## src/rtl/mem_responder.sv

```systemverilog
// Processor-side responder for a fixed-latency backing RAM: zero-latency writes,
// stalled reads, out-of-range filtering and a saturating error counter.
module mem_responder #(
  parameter int          ADDR_W   = 12,
  parameter int          READ_LAT = 2,
  parameter logic [15:0] OOR_DATA = 16'hBEEF
) (
  input  logic              clk,
  input  logic              clr,
  input  logic              mem_read_enable,
  input  logic              mem_write_enable,
  input  logic [31:0]       mem_write_addr,
  input  logic [15:0]       mem_write_data,
  output logic [15:0]       mem_read_data,
  output logic              stall,
  output logic [ADDR_W-1:0] ram_addr,
  output logic              ram_we,
  output logic [15:0]       ram_wdata,
  input  logic [15:0]       ram_rdata,
  output logic [7:0]        err_count
);

  typedef enum logic [1:0] {
    IDLE    = 2'd0,
    RD_WAIT = 2'd1,
    RD_DONE = 2'd2
  } state_t;

  localparam logic [2:0] LAT = 3'(READ_LAT);

  state_t      state_q, state_d;
  logic [2:0]  cnt_q, cnt_d;
  logic [15:0] rdata_q, rdata_d;
  logic [7:0]  err_q, err_d;
  logic        in_range_s;
  logic        err_evt_s;

  assign in_range_s    = (mem_write_addr[31:ADDR_W] == '0);
  assign ram_addr      = mem_write_addr[ADDR_W-1:0];
  assign ram_wdata     = mem_write_data;
  assign mem_read_data = rdata_q;
  assign err_count     = err_q;

  // Next-state, RAM strobe and stall decode; clr masks the strobes immediately.
  always_comb begin
    state_d   = state_q;
    cnt_d     = cnt_q;
    rdata_d   = rdata_q;
    err_evt_s = 1'b0;
    stall     = 1'b0;
    ram_we    = 1'b0;
    case (state_q)
      IDLE: begin
        if (mem_write_enable) begin
          // Write wins; a simultaneous read is dropped and counted as an error.
          ram_we    = in_range_s;
          err_evt_s = !in_range_s || mem_read_enable;
        end else if (mem_read_enable) begin
          stall     = 1'b1;
          err_evt_s = !in_range_s;
          if (in_range_s) begin
            state_d = RD_WAIT;
            cnt_d   = LAT;
          end else begin
            state_d = RD_DONE;
            rdata_d = OOR_DATA;
          end
        end else begin
          stall = 1'b0;
        end
      end
      RD_WAIT: begin
        stall = 1'b1;
        if (cnt_q <= 3'd1) begin
          rdata_d = ram_rdata;
          state_d = RD_DONE;
          cnt_d   = 3'd0;
        end else begin
          cnt_d = cnt_q - 3'd1;
        end
      end
      RD_DONE: begin
        state_d = IDLE;
      end
      default: begin
        state_d = IDLE;
        cnt_d   = 3'd0;
      end
    endcase
    if (clr) begin
      stall  = 1'b0;
      ram_we = 1'b0;
    end else begin
      ram_we = ram_we;
    end
    if (err_evt_s && (err_q != 8'hFF)) begin
      err_d = err_q + 8'd1;
    end else begin
      err_d = err_q;
    end
  end

  // State, latency counter, read data and error count registers.
  always_ff @(posedge clk) begin
    if (clr) begin
      state_q <= IDLE;
      cnt_q   <= 3'd0;
      rdata_q <= 16'h0000;
      err_q   <= 8'h00;
    end else begin
      state_q <= state_d;
      cnt_q   <= cnt_d;
      rdata_q <= rdata_d;
      err_q   <= err_d;
    end
  end

endmodule

```

## config.mk

```make
export PLATFORM = sky130hd
export DESIGN_NAME = mem_responder
export DESIGN_NICKNAME = d
export VERILOG_FILES = /design/src/rtl/mem_responder.sv
export SDC_FILE = /design/constraint.sdc
export NUM_CORES = 1
export LEC_CHECK = 0
export BUFFER_PORTS_ARGS = -buffer_cell sky130_fd_sc_hd__buf_2
export CORE_MARGIN = 2
export CORE_UTILIZATION = 43
export CTS_CLUSTER_DIAMETER = 30
export DETAILED_ROUTE_END_ITERATION = 10
export PLACE_DENSITY = 0.93
export SLEW_MARGIN = 20
export SYNTH_ARGS = -nofsm -noshare
export SYNTH_HDL_FRONTEND = slang
export SYNTH_SLANG_ARGS = --single-unit
```

## constraint.sdc

```tcl
create_clock -name clk -period 5.3 [get_ports clk]
set_input_delay 0.53 -clock clk [delete_from_list [all_inputs] [get_ports clk]]
set_output_delay 0.53 -clock clk [all_outputs]
set_load 0.02 [all_outputs]
```

After elaboration in Yosys (flattened, before gate mapping)
Cells that the tools add are included.
{"block": "totals", "wordCells": 50, "inputBits": 68, "out_inout_bits": 54, "ff_bits": 29}
{"block": "op_classes", "n_lt_le_gt_ge": 1, "n_bitwise": 1, "addsub": 2, "n_eq_ne": 8, "muxes": 25, "reduce_logical": 9}
{"operator": "two-way mux 16 bit", "n": 4}
{"operator": "one-hot mux 16 bit (2 select lines)", "n": 1}
{"operator": "logical NOT 20 bit", "n": 1}
{"operator": "two-way mux 3 bit", "n": 4}
{"operator": "!= test 2 bit, second input constant", "n": 5}
{"operator": "two-way mux 1 bit", "n": 9}
{"operator": "one-hot mux 3 bit (3 select lines)", "n": 1}
{"operator": "adder 8 x 1 -> 8 bit, second input constant", "n": 1}
{"operator": "two-way mux 2 bit", "n": 4}
{"operator": "!= test 8 bit, second input constant", "n": 1}
{"operator": "AND reduction 5 bit", "n": 1}
{"operator": "one-hot mux 2 bit (2 select lines)", "n": 1}
{"operator": "AND reduction 4 bit", "n": 1}
{"operator": "<= comparator 3 x 1 -> 1 bit, second input constant", "n": 1}
{"operator": "AND reduction 3 bit", "n": 1}
{"operator": "subtractor 3 x 1 -> 3 bit, second input constant", "n": 1}
{"operator": "equality test 2 x 1 -> 1 bit, second input constant", "n": 1}
{"operator": "equality test 2 bit, second input constant", "n": 1}
{"operator": "logical NOT 2 bit", "n": 1}
{"operator": "one-hot mux 1 bit (2 select lines)", "n": 1}
{"operator": "nonzero test 2 bit", "n": 1}
{"operator": "logical AND 1 bit", "n": 1}
{"operator": "logical NOT 1 bit", "n": 1}
{"operator": "logical OR 1 bit", "n": 1}
{"operator": "NOT 1 bit", "n": 1}

Depth between registers and ports, before layout
Gate-level depths: netlist of run 1.
{"block": "logic_depth", "ltp_word": 6, "mapped_depth": 8, "depth_no_buf": 7}

Least setup slack after synthesis of run 1
Ideal clock, no wire load.
{"block": "synth_path", "kind": "input to output", "start": "in mem_write_addr[19]", "end": "out ram_we", "stages": 4, "setup_slack_ns": 3.320, "arrival_ns": 1.450, "cell_sequence": "nor4_2 -> nand3_2 -> nor2_4 -> and4_2"}
{"block": "synth_via", "elab_chain_cells": 4}
{"element": "start, declared", "line_no": "12", "rtl": "input logic [31:0] mem_write_addr,"}
{"element": "logical NOT 20 bit", "line_no": "38", "rtl": "assign in_range_s = (mem_write_addr[31:ADDR_W] == '0);"}
{"element": "two-way mux 1 bit", "line_no": "54", "rtl": "if (mem_write_enable) begin"}
{"element": "two-way mux 1 bit", "line_no": "52", "rtl": "case (state_q)"}
{"element": "two-way mux 1 bit", "line_no": "90", "rtl": "if (clr) begin"}
{"element": "end, declared", "line_no": "17", "rtl": "output logic ram_we,"}
Every way passes these cells.

Worst setup path in the final report of run 1
{"block": "layout_path", "start": "in clr", "end": "out ram_we"}
{"block": "layout_via", "elab_chain_cells": 1}
{"element": "start, declared", "line_no": "9", "rtl": "input logic clr,"}
{"element": "two-way mux 1 bit", "line_no": "90"}
Every way passes these cells.

==> results of run 1 <==
==> per-layer routing <==
metal | GRT usage | vias up
met5 | 0 | -
met4 | 0.0931 | 0
met3 | 0.0417 | 8
met2 | 0.229 | 45
met1 | 0.185 | 603
li1 | - | 645
==> worst min-delay path: cells and delay by family, from the launching register on <==
kind	cells	cell delay (ns)
simple gates	1	0.06
compound gates	1	0.05
flops	1	0.31
==> state kept, by name (all words and copies together) (netlist names) <==
name / flops
cnt_q: 3
err_count: 8
state_q: 2
mem_read_data: 16
==> cell usage in the layout, fill, tap and decap left out, types with 2 or more instances in the layout <==
cell type and count:
buf_2 65, dfxtp_1 29, o221a_1 11, nand3_1 9, a21oi_1 9, nand2_1 7
clkbuf_8 7, nor4_2 5, or3_1 5, inv_1 4, nor2_1 4, o21ai_0 3
a22oi_1 3, ha_1 3, nor2_4 2, a21oi_2 2, o31a_1 2, nor4_1 2
o21a_1 2, o221a_2 2, o21ai_1 2
==> where the power goes <==
group,leakage [nW],switching [mW],internal (mW)
sequential,0.237,0.00689,0.228
clock,0.0542,0.0792,0.117
combinational,0.456,0.0352,0.0294
==> cells by family after synthesis <==
family | Yosys count
AND/OR/NAND/NOR | 44
AO/OA/AOI/OAI | 43
buffers and inverters | 39
flip-flops | 29
adder cells (fa/ha/maj) | 3
XOR/XNOR | 2
multiplexers | 1
==> metrics by stage <==
stage | cells | power, mW
CTS | 248 | 0.503
floorplan | 161 | 0.307
global placement | 240 | 0.303
global route | 248 | 0.521
finish | 248 | 0.496
detailed placement | 240 | 0.305
==> final timing paths <==
check / end / depth (start not counted) / slack [ns] / start
max: ram_we / 4 / 3.00 / clr
min reg2reg: mem_read_data[4] / 2 / 0.48 / mem_read_data[4]
min: mem_read_data[4] / 2 / 0.48 / mem_read_data[4]
max reg2reg: mem_read_data[2] / 6 / 3.40 / cnt_q[0]
==> layout make-up <==
type / count / area (sq um)
repair buffers: 65 / 325
inverters: 5 / 18.8
well taps: 48 / 60.1
fillers: 355 / 1790
flip-flops and latches: 29 / 581
clock inverters: 1 / 5.00
clock buffers: 7 / 96.3
multi-input cells: 93 / 733
==> reports/results.ini, run 1 <==
[yosys]
ys_seq_area_frac=0.367
synth_area_per_cell_sq_um=9.82
synthTopCellsByCount=dfxtp_1, buf_4, o221a_1
synthSimpleGateAreaFrac=0.188
synth_area_sq_mm=0.00158
ys.flop_type=dfxtp_1
ys_types=44
syn-num-nets=232
synthAdderAreaFrac=0.0237
synth_compound_area_frac=0.234
ys_warn_count=0
synth-edff-count=0
async_reset_ff_frac=0
synthXorXnorAreaFrac=0.0111
yosysTopAreaCellShare=0.367
synth_top_family_by_area=compound AO/OA/AOI/OAI gates
ys_ff_latch=29
yosys-top-cells-area=dfxtp_1, buf_4, o221a_1
synth_top_area_cell=dfxtp_1
yosysMostFrequentCell=dfxtp_1
synth_mux_area_frac=0.00633
syn_inst=161

[clock_network]
cts_sinks=29
postCtsHoldBufs=0
path_clk_slew_ns=0.06
clk_latency_ns=0.27
cts_buffer_depth=2
numCtsBuffers=5
postCtsSetupBuffers=0
tritoncts=yes
ctsResizeCount=0
h-tree-depth=2
root_buffer=clkbuf_8

[placed_design]
dpl_cell_area_sq_mm=0.00172
place_hpwl_um=2350
pre_cts_ws_ns=2.97
port_buffers=65
gp_congestion=0.820

[setup_path]
crit_buf_inv=3
crit_family=buffers and inverters
slowest_stage=clkinv_1
critPathKind=primary input to output port
cp.required_ns=4.77
crit_chain=buf_2 -> clkinv_1 -> and4_2 -> buf_2
start_kind=primary input
cp_common_cell=buf_2
max_stage_delay_ns=0.45
critPathMaxFanout=18
endpoint_kind=output port
arrival_ns=1.77

[die]
dieWidth_um=64.6
die_area_sq_mm=0.00418
rows=22
core_sq_mm=0.00361
die_h_um=64.6
ios=122
initial_core_util=0.439

[power_and_ir_drop]
p_leak_nw=0.747
cellPowerDensity_mw_per_mm2=273
ir_drop_v=0.000175

[cells_and_area]
antenna_cells=0
nets=270
utilization=0.505
drive_above_1_share=0.460
syn2layout_area_growth_pct=15.0
final_area_sq_mm=0.00182

[sta]
rsz0062_at_grt=false
worst_slew_pin_slew_ns=0.610
drv_slew=0
min_period_over_period=0.433
finalHoldViolCount=0
relSlewSlack=0.594
setup_viol=0
worst_slack_ns=3.00
timing.hold.ws_ns=0.476
tns_ns=0
fin_crit_ns=2.30
finalClockSkew_ns=0.00774
clock.fmax_ghz=0.435

[route]
drc=0
wl_met3_um=212
routed-wl-met2_um=1460
vias_per_cell=5.25
vias=1301
ant_nets=0
wl_per_cell_um=12.4
drtPass1Iterations=4
wirelength_um=3080
drt-initial-drc-count=45
wl_met1_um=1350
top_layer_used=met4

[global_routing]
grt_pass1_vias=1127
track_usage=0.149
grt_antenna_before_repair=0
grt_max_degree=19
grt_first_pass_wirelength_um=4890
overflow=0

[status]
status=finished clean

[job]
max_cap_viol_count=0

[min_path]
min_path_type=flop to flop

Note: power is estimated with default switching activity, not from simulation.
==> run 2, diff against run 1 <==
--- a/config.mk
+++ b/config.mk
@@ -7,10 +7,10 @@
 export LEC_CHECK = 0
 export BUFFER_PORTS_ARGS = -buffer_cell sky130_fd_sc_hd__buf_2
 export CORE_MARGIN = 2
-export CORE_UTILIZATION = 43
+export CORE_UTILIZATION = 36
 export CTS_CLUSTER_DIAMETER = 30
 export DETAILED_ROUTE_END_ITERATION = 10
-export PLACE_DENSITY = 0.93
+export PLACE_DENSITY = 0.84
 export SLEW_MARGIN = 20
 export SYNTH_ARGS = -nofsm -noshare
 export SYNTH_HDL_FRONTEND = slang
==> constraint.sdc (replaced) <==
create_clock -name clk -period 2 [get_ports clk]
set_input_delay 0.2 -clock clk [delete_from_list [all_inputs] [get_ports clk]]
set_output_delay 0.2 -clock clk [all_outputs]
set_load 0.02 [all_outputs]
==> reports/results.ini, run 2 (same netlist as run 1, synthesis figures left out) <==
[route]
wirelength_um=3320  ; +8.0%
wl_met3_um=251  ; +18%
drtPass1Iterations=4  ; unchanged
top_layer_used=met4
wl_met1_um=1430  ; +5.7%
vias_per_cell=5.17  ; -1.4%
drc=0  ; unchanged
routed-wl-met2_um=1610  ; +10%
drt-initial-drc-count=47  ; +4.4%
wl_per_cell_um=13.1  ; +5.9%
ant_nets=0  ; unchanged
vias=1309  ; +0.61%

[setup_path]
critPathMaxFanout=14  ; -4
arrival_ns=1.94  ; +0.17 ns
endpoint_kind=flop
r2r_cells=7  ; +1
r2r_slack_ns=0.23  ; -3.17 ns
r2r_end=mem_read_data[11]
start_kind=flop
critPathKind=flop to flop
rr_startpoint=cnt_q[1]
critPathLaunch=cnt_q[1]
cp.required_ns=2.17  ; -2.60 ns

[clock_network]
root_buffer=clkbuf_8
postCtsSetupBuffers=0  ; unchanged
numCtsBuffers=5  ; unchanged
tritoncts=yes
clk_latency_ns=0.27  ; about the same
cts_buffer_depth=2  ; unchanged
cts_sinks=29  ; unchanged
h-tree-depth=2  ; unchanged
path_clk_slew_ns=0.06  ; about the same

[sta]
fin_crit_ns=1.77
worst_slew_pin_slew_ns=0.498  ; -0.111 ns
min_period_over_period=0.886
finalClockSkew_ns=0.00703  ; -0.000702 ns
setup_viol=0  ; unchanged
rsz0062_at_grt=false
finalHoldViolCount=0  ; unchanged
relSlewSlack=0.667  ; +0.0733
drv_slew=0  ; unchanged
tns_ns=0  ; unchanged
clock.fmax_ghz=0.564

[cells_and_area]
utilization=0.428  ; -0.0762
fill_cells=436  ; +23%
antenna_cells=0  ; unchanged
largest_register_ffs=16  ; unchanged
drive_above_1_share=0.463  ; +0.00269
multiInputGateArea_sq_um=741  ; +1.0%
seq_area_sq_um=581  ; unchanged
layout.cells.most_common=buf_2
nets=271  ; +0.37%
final_cell_mix=buf_2, dfxtp_1, o221a_1, nand3_1, a21oi_1
syn2layout_area_growth_pct=16.3

[power_and_ir_drop]
p_leak_nw=0.754  ; +0.87%
ir_drop_v=0.000572  ; +230%
cellPowerDensity_mw_per_mm2=722  ; +160%
total_power_mw=1.33  ; +170%

[min_path]
min_path_type=primary input to flop
worstHoldStart=ram_rdata[1]
whs_endpoint=mem_read_data[1]
worstHoldPathCells=2  ; unchanged

[die]
die_h_um=70.3  ; +8.7%
core_sq_mm=0.00429  ; +19%
die_area_sq_mm=0.00494  ; +18%
initial_core_util=0.368  ; -0.0703
dieWidth_um=70.3  ; +8.7%
ios=122  ; unchanged
rows=24  ; +9.1%

[global_routing]
track_usage=0.137  ; -0.0121
overflow=0  ; unchanged
grt_antenna_before_repair=0  ; unchanged
grt_pass1_vias=1282  ; +14%
grt_max_degree=18  ; -1
grt_first_pass_wirelength_um=5550  ; +14%

[placed_design]
place_hpwl_um=2510  ; +7.0%
port_buffers=65  ; unchanged
gp_congestion=0.741  ; -9.6%

[job]
max_cap_viol_count=0  ; unchanged

[status]
status=finished clean

-- run 2: cell types whose count changed in the layout (fill, tap and decap cells not counted), sizes merged --
cell / previous run / this run
buf: 65 / 66
-- run 2: repair_timing --
item                                    CTS  global route
endpoints found under the setup margin    0            13
hold buffers                              0             0
gates resized for setup                   0             1
-- run 2: worst max path at each step --
stage | end | depth (start not counted)
after detailed placement | mem_read_data[9] | 7
after CTS | mem_read_data[3] | 6
after global placement | mem_read_data[11] | 6
after global routing | mem_read_data[11] | 7
final | mem_read_data[11] | 7
after floorplan | err_count[7] | 7
-- run 2: through the flow --
stage / cell area [sq um] / worst slack [ns] / instances / hold WS, ns
after floorplan: 1580 / 0.312 / 161 / 0.272
after global placement: 1730 / 0.185 / 245 / 0.400
after detailed placement: 1730 / 0.118 / 245 / 0.400
after CTS: 1830 / 0.0860 / 253 / 0.191
after global routing: 1840 / 0.102 / 253 / 0.191
final: 1840 / 0.227 / 253 / 0.197
-- run 2: power breakdown --
part / switching, mW / internal, mW
Sequential: 0.0193 / 0.604
Combinational: 0.0947 / 0.0796
Clock: 0.219 / 0.310
Total: 0.333 / 0.995
-- run 2: layer usage --
metal,GRT usage,vias to the layer above
li1,-,652
met5,0,-
met3,0.0519,5
met4,0.0534,0
met2,0.225,40
met1,0.161,612
-- run 2: final cells by class --
class / count / area share
multi-input combinational: 93 / 0.403
sequential: 29 / 0.316
timing repair buffer: 66 / 0.181
clock buffer: 7 / 0.0524
tap: 52 / 0.0354
inverter: 5 / 0.0102
clock inverter: 1 / 0.00272
-- run 2: critical path, stage by stage (launching register included) --
cell,delay [ns]
dfxtp_1,0.36
inv_1,0.08
ha_1,0.17
o21bai_2,0.21
and3_4,0.20
a21oi_2,0.24
a21oi_4,0.13
o221a_2,0.27
==> run 3, diff against run 2 <==
--- a/config.mk
+++ b/config.mk
@@ -5,12 +5,14 @@
 export SDC_FILE = /design/constraint.sdc
 export NUM_CORES = 1
 export LEC_CHECK = 0
+export ABC_AREA = 1
 export BUFFER_PORTS_ARGS = -buffer_cell sky130_fd_sc_hd__buf_2
 export CORE_MARGIN = 2
-export CORE_UTILIZATION = 36
+export CORE_UTILIZATION = 39
 export CTS_CLUSTER_DIAMETER = 30
+export CTS_CLUSTER_SIZE = 28
 export DETAILED_ROUTE_END_ITERATION = 10
-export PLACE_DENSITY = 0.84
+export PLACE_DENSITY = 0.85
 export SLEW_MARGIN = 20
 export SYNTH_ARGS = -nofsm -noshare
 export SYNTH_HDL_FRONTEND = slang
==> reports/results.ini, run 3 <==
[die]
rows=25  ; +4.2%
dieWidth_um=73.9  ; +5.2%
core_sq_mm=0.00472  ; +10%
ios=122  ; unchanged
die_area_sq_mm=0.00546  ; +11%
initial_core_util=0.404  ; +0.0354
die_h_um=73.9  ; +5.2%

[setup_path]
max_stage_delay_ns=0.44  ; +0.08 ns
crit_family=simple AND/OR/NAND/NOR gates
crit_chain=ha_1 -> o21bai_4 -> nand2_4 -> nand2_4 -> inv_6 -> nand3_4 -> nand3_1 -> nand2_1
cp_common_cell=nand2_4
rr_startpoint=cnt_q[0]
cp.required_ns=2.18  ; about the same
start_kind=flop
critPathKind=flop to flop
crit_buf_inv=1  ; unchanged
arrival_ns=1.86  ; -0.08 ns
endpoint_kind=flop
slowest_stage=dfxtp_1
critPathMaxFanout=17  ; +3
critPathLaunch=cnt_q[0]

[global_routing]
overflow=0  ; unchanged
grt_antenna_before_repair=0  ; unchanged
grt_first_pass_wirelength_um=6530  ; +18%
grt_max_degree=22  ; +4
track_usage=0.150  ; +0.0123
grt_pass1_vias=1589  ; +24%

[placed_design]
port_buffers=65  ; unchanged
place_hpwl_um=2860  ; +14%
pre_cts_ws_ns=0.316  ; +0.198 ns
gp_congestion=0.757  ; +2.1%

[sta]
worst_slew_pin_slew_ns=0.380  ; -0.118 ns
setup_viol=0  ; unchanged
finalHoldViolCount=0  ; unchanged
clock.fmax_ghz=0.594  ; +5.4%
worst_slack_ns=0.318  ; +0.0902 ns
min_period_over_period=0.841  ; -0.0451
drv_slew=0  ; unchanged
rsz0062_at_grt=false
finalClockSkew_ns=0.00841  ; +0.00138 ns
tns_ns=0  ; unchanged
fin_crit_ns=1.68  ; -0.0902 ns
relSlewSlack=0.747  ; +0.0797

[job]
max_cap_viol_count=0  ; unchanged

[yosys]
yosysMostFrequentCell=nand2_1
ys_warn_count=0  ; unchanged
yosysTopAreaCellShare=0.304  ; -0.0626
yosys-top-cells-area=dfxtp_1, buf_4, a21oi_4
async_reset_ff_frac=0  ; unchanged
ys.flop_type=dfxtp_1
synth-edff-count=0  ; unchanged
ys_seq_area_frac=0.304  ; -0.0626
synth_area_sq_mm=0.00191  ; +21%
syn_inst=246  ; +53%
synth_top_area_cell=dfxtp_1
ys_ff_latch=29  ; unchanged
synthTopCellsByCount=nand2_1, inv_1, nand3_1
synth_area_per_cell_sq_um=7.75  ; -21%
syn-num-nets=317  ; +37%
ys_types=32  ; -27%

[route]
vias_per_cell=4.53  ; -13%
ant_nets=0  ; unchanged
wl_per_cell_um=10.6  ; -19%
wirelength_um=3740  ; +13%
vias=1598  ; +22%
drtPass1Iterations=4  ; unchanged
drt-initial-drc-count=132  ; +180%
drc=0  ; unchanged

[cells_and_area]
layout.cells.most_common=buf_2
antenna_cells=0  ; unchanged
largest_register_ffs=16  ; unchanged
drive_above_1_share=0.350  ; -0.113
final_cell_mix=buf_2, nand2_1, inv_1, nand3_1, dfxtp_1
utilization=0.464  ; +0.0355
syn2layout_area_growth_pct=14.9
nets=356  ; +31%

[power_and_ir_drop]
seqPwrFrac=0.384  ; -0.086
comb_power_share=0.169  ; +0.038
ir_drop_v=0.000617  ; +7.9%
p_leak_nw=1.07  ; +42%
p_int_mw=1.21  ; +22%
cellPowerDensity_mw_per_mm2=752  ; +4.2%
p_sw_frac=0.264  ; +0.0131
switching_power_uw=435  ; +31%
clkPwrFrac=0.447  ; +0.048

[clock_network]
postCtsHoldBufs=0  ; unchanged
ctsResizeCount=0  ; unchanged
clk_latency_ns=0.28  ; about the same
postCtsSetupBuffers=0  ; unchanged
numCtsBuffers=5  ; unchanged
h-tree-depth=2  ; unchanged
cts_buffer_depth=2  ; unchanged
cts_sinks=29  ; unchanged
tritoncts=yes
root_buffer=clkbuf_8
path_clk_slew_ns=0.07  ; about the same

[min_path]
min_path_type=primary input to flop
worstHoldStart=ram_rdata[4]

[status]
status=finished clean

[run 3: cell count changes in the layout (fill, tap and decap cells not counted), moves of 5 or more]
cell / before / now
nor4_2: 5 / 0
o221a_1: 11 / 0
nand3_1: 9 / 32
or3_1: 5 / 0
nor2_1: 4 / 18
a21oi_4: 1 / 10
nand2_1: 7 / 37
inv_1: 4 / 36
a21oi_1: 9 / 14
[run 3: power groups by stage]
stage	logic [mW]	clock network (mW)	registers, mW
2_1_floorplan	0.239	0	0.685
3_3_place_gp	0.275	0	0.645
4_1_cts	0.282	0.743	0.633
3_5_place_dp	0.281	0	0.646
6_report	0.279	0.736	0.632
5_1_grt	0.307	0.764	0.636
[run 3: worst register-to-register path: stages (launching register included)]
cell	delay [ns]
dfxtp_1	0.44
ha_1	0.23
o21bai_4	0.10
nand2_4	0.08
nand2_4	0.06
inv_6	0.12
nand3_4	0.32
nand3_1	0.18
nand2_1	0.06
[run 3: cell families after synthesis]
logic type	share of synthesized area
AO/OA/AOI/OAI	0.146
XOR/XNOR	0.0276
adder cells (fa/ha/maj)	0.0197
buffers and inverters	0.221
flip-flops	0.304
AND/OR/NAND/NOR	0.281
[run 3: cell type report]
| class | count | area, sq um |
|---|---|---|
| Multi-Input combinational cell | 144 | 905 |
| Clock inverter | 3 | 65.1 |
| Sequential cell | 29 | 581 |
| Tap cell | 67 | 83.8 |
| Clock buffer | 5 | 68.8 |
| Timing Repair Buffer | 67 | 340 |
| Inverter | 38 | 148 |
| Fill cell | 471 | 2530 |
[run 3: path summary, 6_finish.rpt]
check	to	slack, ns	depth (start not counted)
worst max-delay path	mem_read_data[14]	0.32	8
worst min-delay path	mem_read_data[4]	0.16	3
worst max register to register	mem_read_data[14]	0.32	8
worst min register to register	mem_read_data[15]	0.45	2
[run 3: layer usage]
layer / wire length [um] / track usage
met5: 0 / 0
met4: 26 / 0.0485
met3: 271 / 0.0480
met2: 1910 / 0.268
met1: 1530 / 0.167
[run 3: per-stage QoR]
stage | cells | area (sq um) | total power, mW | hold slack, ns
floorplan | 246 | 1910 | 0.924 | 0.269
global placement | 345 | 2060 | 0.920 | 0.400
detailed placement | 345 | 2060 | 0.927 | 0.400
CTS | 353 | 2190 | 1.66 | 0.155
global route | 353 | 2190 | 1.71 | 0.187
finish | 353 | 2190 | 1.65 | 0.158
